File: config.mk
export PLATFORM = sky130hd
export DESIGN_NAME = adder_arbiter
export DESIGN_NICKNAME = d
export VERILOG_FILES = /design/src/rtl/adder_arbiter.sv
export SDC_FILE = /design/constraint.sdc
export NUM_CORES = 1
export LEC_CHECK = 0
export CORE_MARGIN = 5
export CORE_UTILIZATION = 50
export CTS_BUF_LIST = sky130_fd_sc_hd__clkbuf_8 sky130_fd_sc_hd__clkbuf_16
export CTS_CLUSTER_SIZE = 14
export DETAILED_ROUTE_END_ITERATION = 8
export DONT_BUFFER_PORTS = 1
export GPL_ROUTABILITY_DRIVEN = 0
export PLACE_DENSITY = 0.71
export SKIP_CTS_REPAIR_TIMING = 1
export SLEW_MARGIN = 20
export SYNTH_ARGS = -nofsm -noshare
export SYNTH_HDL_FRONTEND = slang
export SYNTH_SLANG_ARGS = --single-unit
File: constraint.sdc
create_clock -name i_clk -period 2.35 [get_ports i_clk]
set_input_delay 0.47 -clock i_clk [delete_from_list [all_inputs] [get_ports i_clk]]
set_output_delay 0.47 -clock i_clk [all_outputs]
set_load 0.03 [all_outputs]
File: src/rtl/adder_arbiter.sv
// Round-robin arbiter feeding one shared unsigned adder into a single-entry
// response register with valid/ready handshake on the response side.
module adder_arbiter #(
   parameter int DATA_WIDTH = 4,
   parameter int NUM_REQ    = 4,
   localparam int IDW       = $clog2(NUM_REQ)
) (
   input  logic                          i_clk,
   input  logic                          i_rst,
   input  logic [NUM_REQ-1:0]            i_req_valid,
   input  logic [NUM_REQ*DATA_WIDTH-1:0] i_req_A,
   input  logic [NUM_REQ*DATA_WIDTH-1:0] i_req_B,
   output logic [NUM_REQ-1:0]            o_req_ready,
   output logic                          o_rsp_valid,
   output logic [DATA_WIDTH:0]           o_rsp_X,
   output logic [IDW-1:0]                o_rsp_id,
   input  logic                          i_rsp_ready
);

   typedef enum logic {EMPTY, FULL} state_t;

   state_t                state_q, state_d;
   logic [IDW-1:0]        ptr_q, ptr_d;
   logic [DATA_WIDTH:0]   x_q, x_d;
   logic [IDW-1:0]        id_q, id_d;
   logic [IDW-1:0]        gnt_id;
   logic                  gnt_any;
   logic                  can_accept;
   logic                  grant;
   logic [DATA_WIDTH-1:0] op_a [NUM_REQ];
   logic [DATA_WIDTH-1:0] op_b [NUM_REQ];
   logic [DATA_WIDTH:0]   sum;

   for (genvar k = 0; k < NUM_REQ; k++) begin : g_unpack
      assign op_a[k] = i_req_A[k*DATA_WIDTH +: DATA_WIDTH];
      assign op_b[k] = i_req_B[k*DATA_WIDTH +: DATA_WIDTH];
   end

   // First valid requester at or after the pointer, wrapping to 0.
   always_comb begin
      int idx;
      idx     = 0;
      gnt_any = 1'b0;
      gnt_id  = '0;
      for (int i = 0; i < NUM_REQ; i++) begin
         idx = int'(ptr_q) + i;
         if (idx >= NUM_REQ) idx = idx - NUM_REQ;
         if (!gnt_any && i_req_valid[idx]) begin
            gnt_any = 1'b1;
            gnt_id  = IDW'(idx);
         end
      end
   end

   // Reset gates the grant so o_req_ready is low while i_rst is held.
   assign can_accept = (state_q == EMPTY) || i_rsp_ready;
   assign grant      = can_accept && gnt_any && !i_rst;

   always_comb begin
      o_req_ready = '0;
      if (grant) o_req_ready[gnt_id] = 1'b1;
   end

   assign sum = {1'b0, op_a[gnt_id]} + {1'b0, op_b[gnt_id]};

   always_comb begin
      state_d = state_q;
      ptr_d   = ptr_q;
      x_d     = x_q;
      id_d    = id_q;
      if (grant) begin
         state_d = FULL;
         x_d     = sum;
         id_d    = gnt_id;
         ptr_d   = (gnt_id == IDW'(NUM_REQ-1)) ? '0 : gnt_id + IDW'(1);
      end else if (state_q == FULL && i_rsp_ready) begin
         state_d = EMPTY;
      end
   end

   always_ff @(posedge i_clk or posedge i_rst) begin
      if (i_rst) begin
         state_q <= EMPTY;
         ptr_q   <= '0;
         x_q     <= '0;
         id_q    <= '0;
      end else begin
         state_q <= state_d;
         ptr_q   <= ptr_d;
         x_q     <= x_d;
         id_q    <= id_d;
      end
   end

   assign o_rsp_valid = (state_q == FULL);
   assign o_rsp_X     = x_q;
   assign o_rsp_id    = id_q;

endmodule

==> impl_metrics.env <==
export IMPL_vias=760
export IMPL_worst_pin_slew_ps=711
export IMPL_fin_area_um2=1240
export IMPL_io_pin_count=51
export IMPL_netlist_area_um2=968
export IMPL_syn2layout_area_growth_pct=27.6
export IMPL_end_kind="register"
export IMPL_num_rows=16
export IMPL_vias_per_cell=5.59
export IMPL_cp_arrival_ps=2490
export IMPL_drcViolationCount=0
export IMPL_antenna_found_initial=0
export IMPL_numCtsBuffers=3
export IMPL_syn_nets=140
export IMPL_status="finished with violations"
export IMPL_die_x_um=54.0
export IMPL_p_per_area_nw_per_um2=1190
export IMPL_worstSetupPathDepth=10
export IMPL_layout_drive_gt1_share=0.394
export IMPL_yosysWarnings=0
export IMPL_post_route_period_util=1.01
export IMPL_ys_ff_latch=10
export IMPL_grt_max_degree=17
export IMPL_nets=159
export IMPL_ir_worst_vdd_v=0.000877
export IMPL_fp_dieArea_um2=2920
export IMPL_fin_skew_ps=1.25
export IMPL_critPathRequiredTime_ps=2460
export IMPL_coreArea_um2=1900
export IMPL_hpwlAfterDp_um=1680
export IMPL_r2r_start="ptr_q[1]"
export IMPL_violations="negative setup slack"
export IMPL_slew_violations=0
export IMPL_clkTransAtPathRegs_ps=40
export IMPL_grt_ovfl_total=0
export IMPL_crit_fanout=8
export IMPL_root_buffer="clkbuf_8"
export IMPL_power_leakage_nw=0.591
export IMPL_r2r_slack_ps=-30
export IMPL_cts_tree="done"
export IMPL_r2r_end="o_rsp_X[3]"
export IMPL_worstHoldPathType="in2async"
export IMPL_grt_pass1_wl_um=3090
export IMPL_start_kind="register"
export IMPL_crit_type="reg2reg"
export IMPL_cts_sinks=10
export IMPL_drv_cap=0
export IMPL_clock_latency_ps=230
export IMPL_critPathTopFamily="compound AO/OA/AOI/OAI gates"
export IMPL_grt_use_total=0.148
export IMPL_ys_types=27
export IMPL_first_pass_iters=4
export IMPL_dpl_cell_area_um2=1080
export IMPL_clock_path_buffers=2
export IMPL_period_minus_slack_ps=2380
export IMPL_setup_viol=2
export IMPL_crit_buf_inv=1
export IMPL_tns_ps=-36.2
export IMPL_reg2regPathDepth=10
export IMPL_routed_wl_um=2270
export IMPL_worstSetupEndpoint="o_rsp_X[3]"
export IMPL_synth_cells=92
export IMPL_finalHoldViolCount=0
export IMPL_die_h_um=54.0
export IMPL_crit_chain="a21oi_4 > o21ai_4 > o2bb2a_4 > buf_12 > mux2i_2 > mux2i_1 > ha_1 > a21oi_2 > xnor2_1 > mux2_2"
export IMPL_ant_nets=0
export IMPL_n_antenna_cell=0
export IMPL_htreeDepth=1
export IMPL_crit_slowest_cell="dfrtp_2"
export IMPL_fin_ws_ps=-30.6
export IMPL_grt_pass1_vias=745
export IMPL_ys_seq_area_frac=0.258
export IMPL_syn_avg_cell_area_um2=10.5
export IMPL_max_slew_margin_rel=0.526
export IMPL_wl_per_cell_um=16.7
export IMPL_max_stage_delay_ps=440
export IMPL_io_buffers=0
export IMPL_drt_iter0_markers=4
export IMPL_start_util=0.509
export IMPL_crit_start="ptr_q[1]"
export IMPL_clock_fmax_mhz=420
export IMPL_rsz0062_at_grt="yes"
==> placed cells by master, fill, tap and decap left out <==
cell type  netlist  final
a21oi_4          0      2
xnor2_1          2      1
mux2_1           1      1
o2bb2a_4         1      2
ha_1             8      7
inv_1            8      7
dfrtp_2          0      1
buf_6            1      2
o21bai_1         1      1
o21ai_0          1      1
o21ai_4          0      1
nor2_1           4      4
mux2_4           1      1
nor2_4           1      1
inv_2            0      1
nand2b_1         1      1
buf_4            0     13
dfrtp_1         10      9
fa_2             0      1
a21oi_1          7      2
nand2_1          2      2
a21o_1           2      2
mux2_2           3      3
buf_12           1      1
xnor2_2          0      1
ha_2             0      1
a21oi_2          2      5
and2_1           4      4
o22ai_2          0      1
mux2i_2          0      2
o41ai_2          1      1
nor3b_1          1      1
mux2i_1         25     23
clkbuf_8         0      3
==> worst min path at each step <==
stage | from | endpoint | slack, ps
4_1_cts | i_rst | o_rsp_id[1] | 170
6_report | i_rst | o_rsp_id[1] | 160
5_1_grt | i_rst | o_rsp_X[0] | 190
2_1_floorplan | i_rst | o_rsp_X[0] | 330
3_5_place_dp | i_rst | o_rsp_valid | 410
3_3_place_gp | i_rst | o_rsp_valid | 420
==> cell type report <==
type	instances	area [µm²]
Inverter	8	30.0
Sequential cell	10	251
Tap cell	27	33.8
Multi-Input combinational cell	72	739
Fill cell	149	666
Clock buffer	3	41.3
Timing Repair Buffer	16	140
==> per-stage QoR <==
step | utilization | total power, W | hold WS, ps | setup slack, ps | std cells
after floorplan | - | 0.000990 | 325 | -64.1 | 92
final | 0.650 | 0.00148 | 162 | -30.6 | 136
after detailed placement | 0.566 | 0.00115 | 411 | -101 | 127
after CTS | 0.588 | 0.00132 | 167 | -109 | 130
after global placement | 0.566 | 0.00112 | 419 | -45.2 | 127
after global routing | 0.650 | 0.00159 | 187 | -150 | 136
==> flip-flops by register name (all words and copies together), names as in the netlist <==
name and cells:
o_rsp_X 5, ptr_q 2, o_rsp_id 2, o_rsp_valid 1
==> where the power goes <==
group          internal [W]  switching (W)  leakage (nW)  total [W]
Clock              0.000111      0.0000574        0.0216   0.000169
Combinational      0.000481       0.000387         0.455   0.000867
Sequential         0.000248       0.000192         0.114   0.000440
==> per-layer routing <==
layer | vias to the layer above | GRT usage | wire, µm
met5 | - | 0 | 0
met4 | 0 | 0.0954 | 131
met3 | 10 | 0.0416 | 246
met2 | 36 | 0.256 | 1060
met1 | 351 | 0.157 | 837
li1 | 363 | - | -
==> synth_stat cells <==
library cell | instances | area (µm²)
mux2_1 | 1 | 11.3
mux2_2 | 3 | 33.8
inv_1 | 8 | 30.0
and2_1 | 4 | 25.0
buf_2 | 1 | 5.00
a21oi_1 | 7 | 35.0
nor2_4 | 1 | 11.3
buf_12 | 1 | 20.0
ha_1 | 8 | 100
o41ai_2 | 1 | 16.3
nand2b_1 | 1 | 6.26
nor3b_1 | 1 | 7.51
a21o_1 | 2 | 15.0
buf_6 | 1 | 11.3
nor2_1 | 4 | 15.0
fa_1 | 1 | 20.0
o22ai_1 | 1 | 6.26
o2bb2a_4 | 1 | 20.0
nand2_1 | 2 | 7.51
dfrtp_1 | 10 | 250
o21ai_0 | 1 | 5.00
o21ai_2 | 1 | 8.76
mux2i_1 | 25 | 250
mux2_4 | 1 | 15.0
xnor2_1 | 2 | 17.5
a21oi_2 | 2 | 17.5
o21bai_1 | 1 | 7.51
==> cells by family after synthesis <==
group | Yosys count | synth area share
mux | 30 | 0.320
simple gates | 13 | 0.0749
compound gates | 17 | 0.136
buf+inv | 11 | 0.0685
xor+xnor | 2 | 0.0181
flops | 10 | 0.258
fa+ha+maj | 9 | 0.124
(Power assumes the default switching activity.)
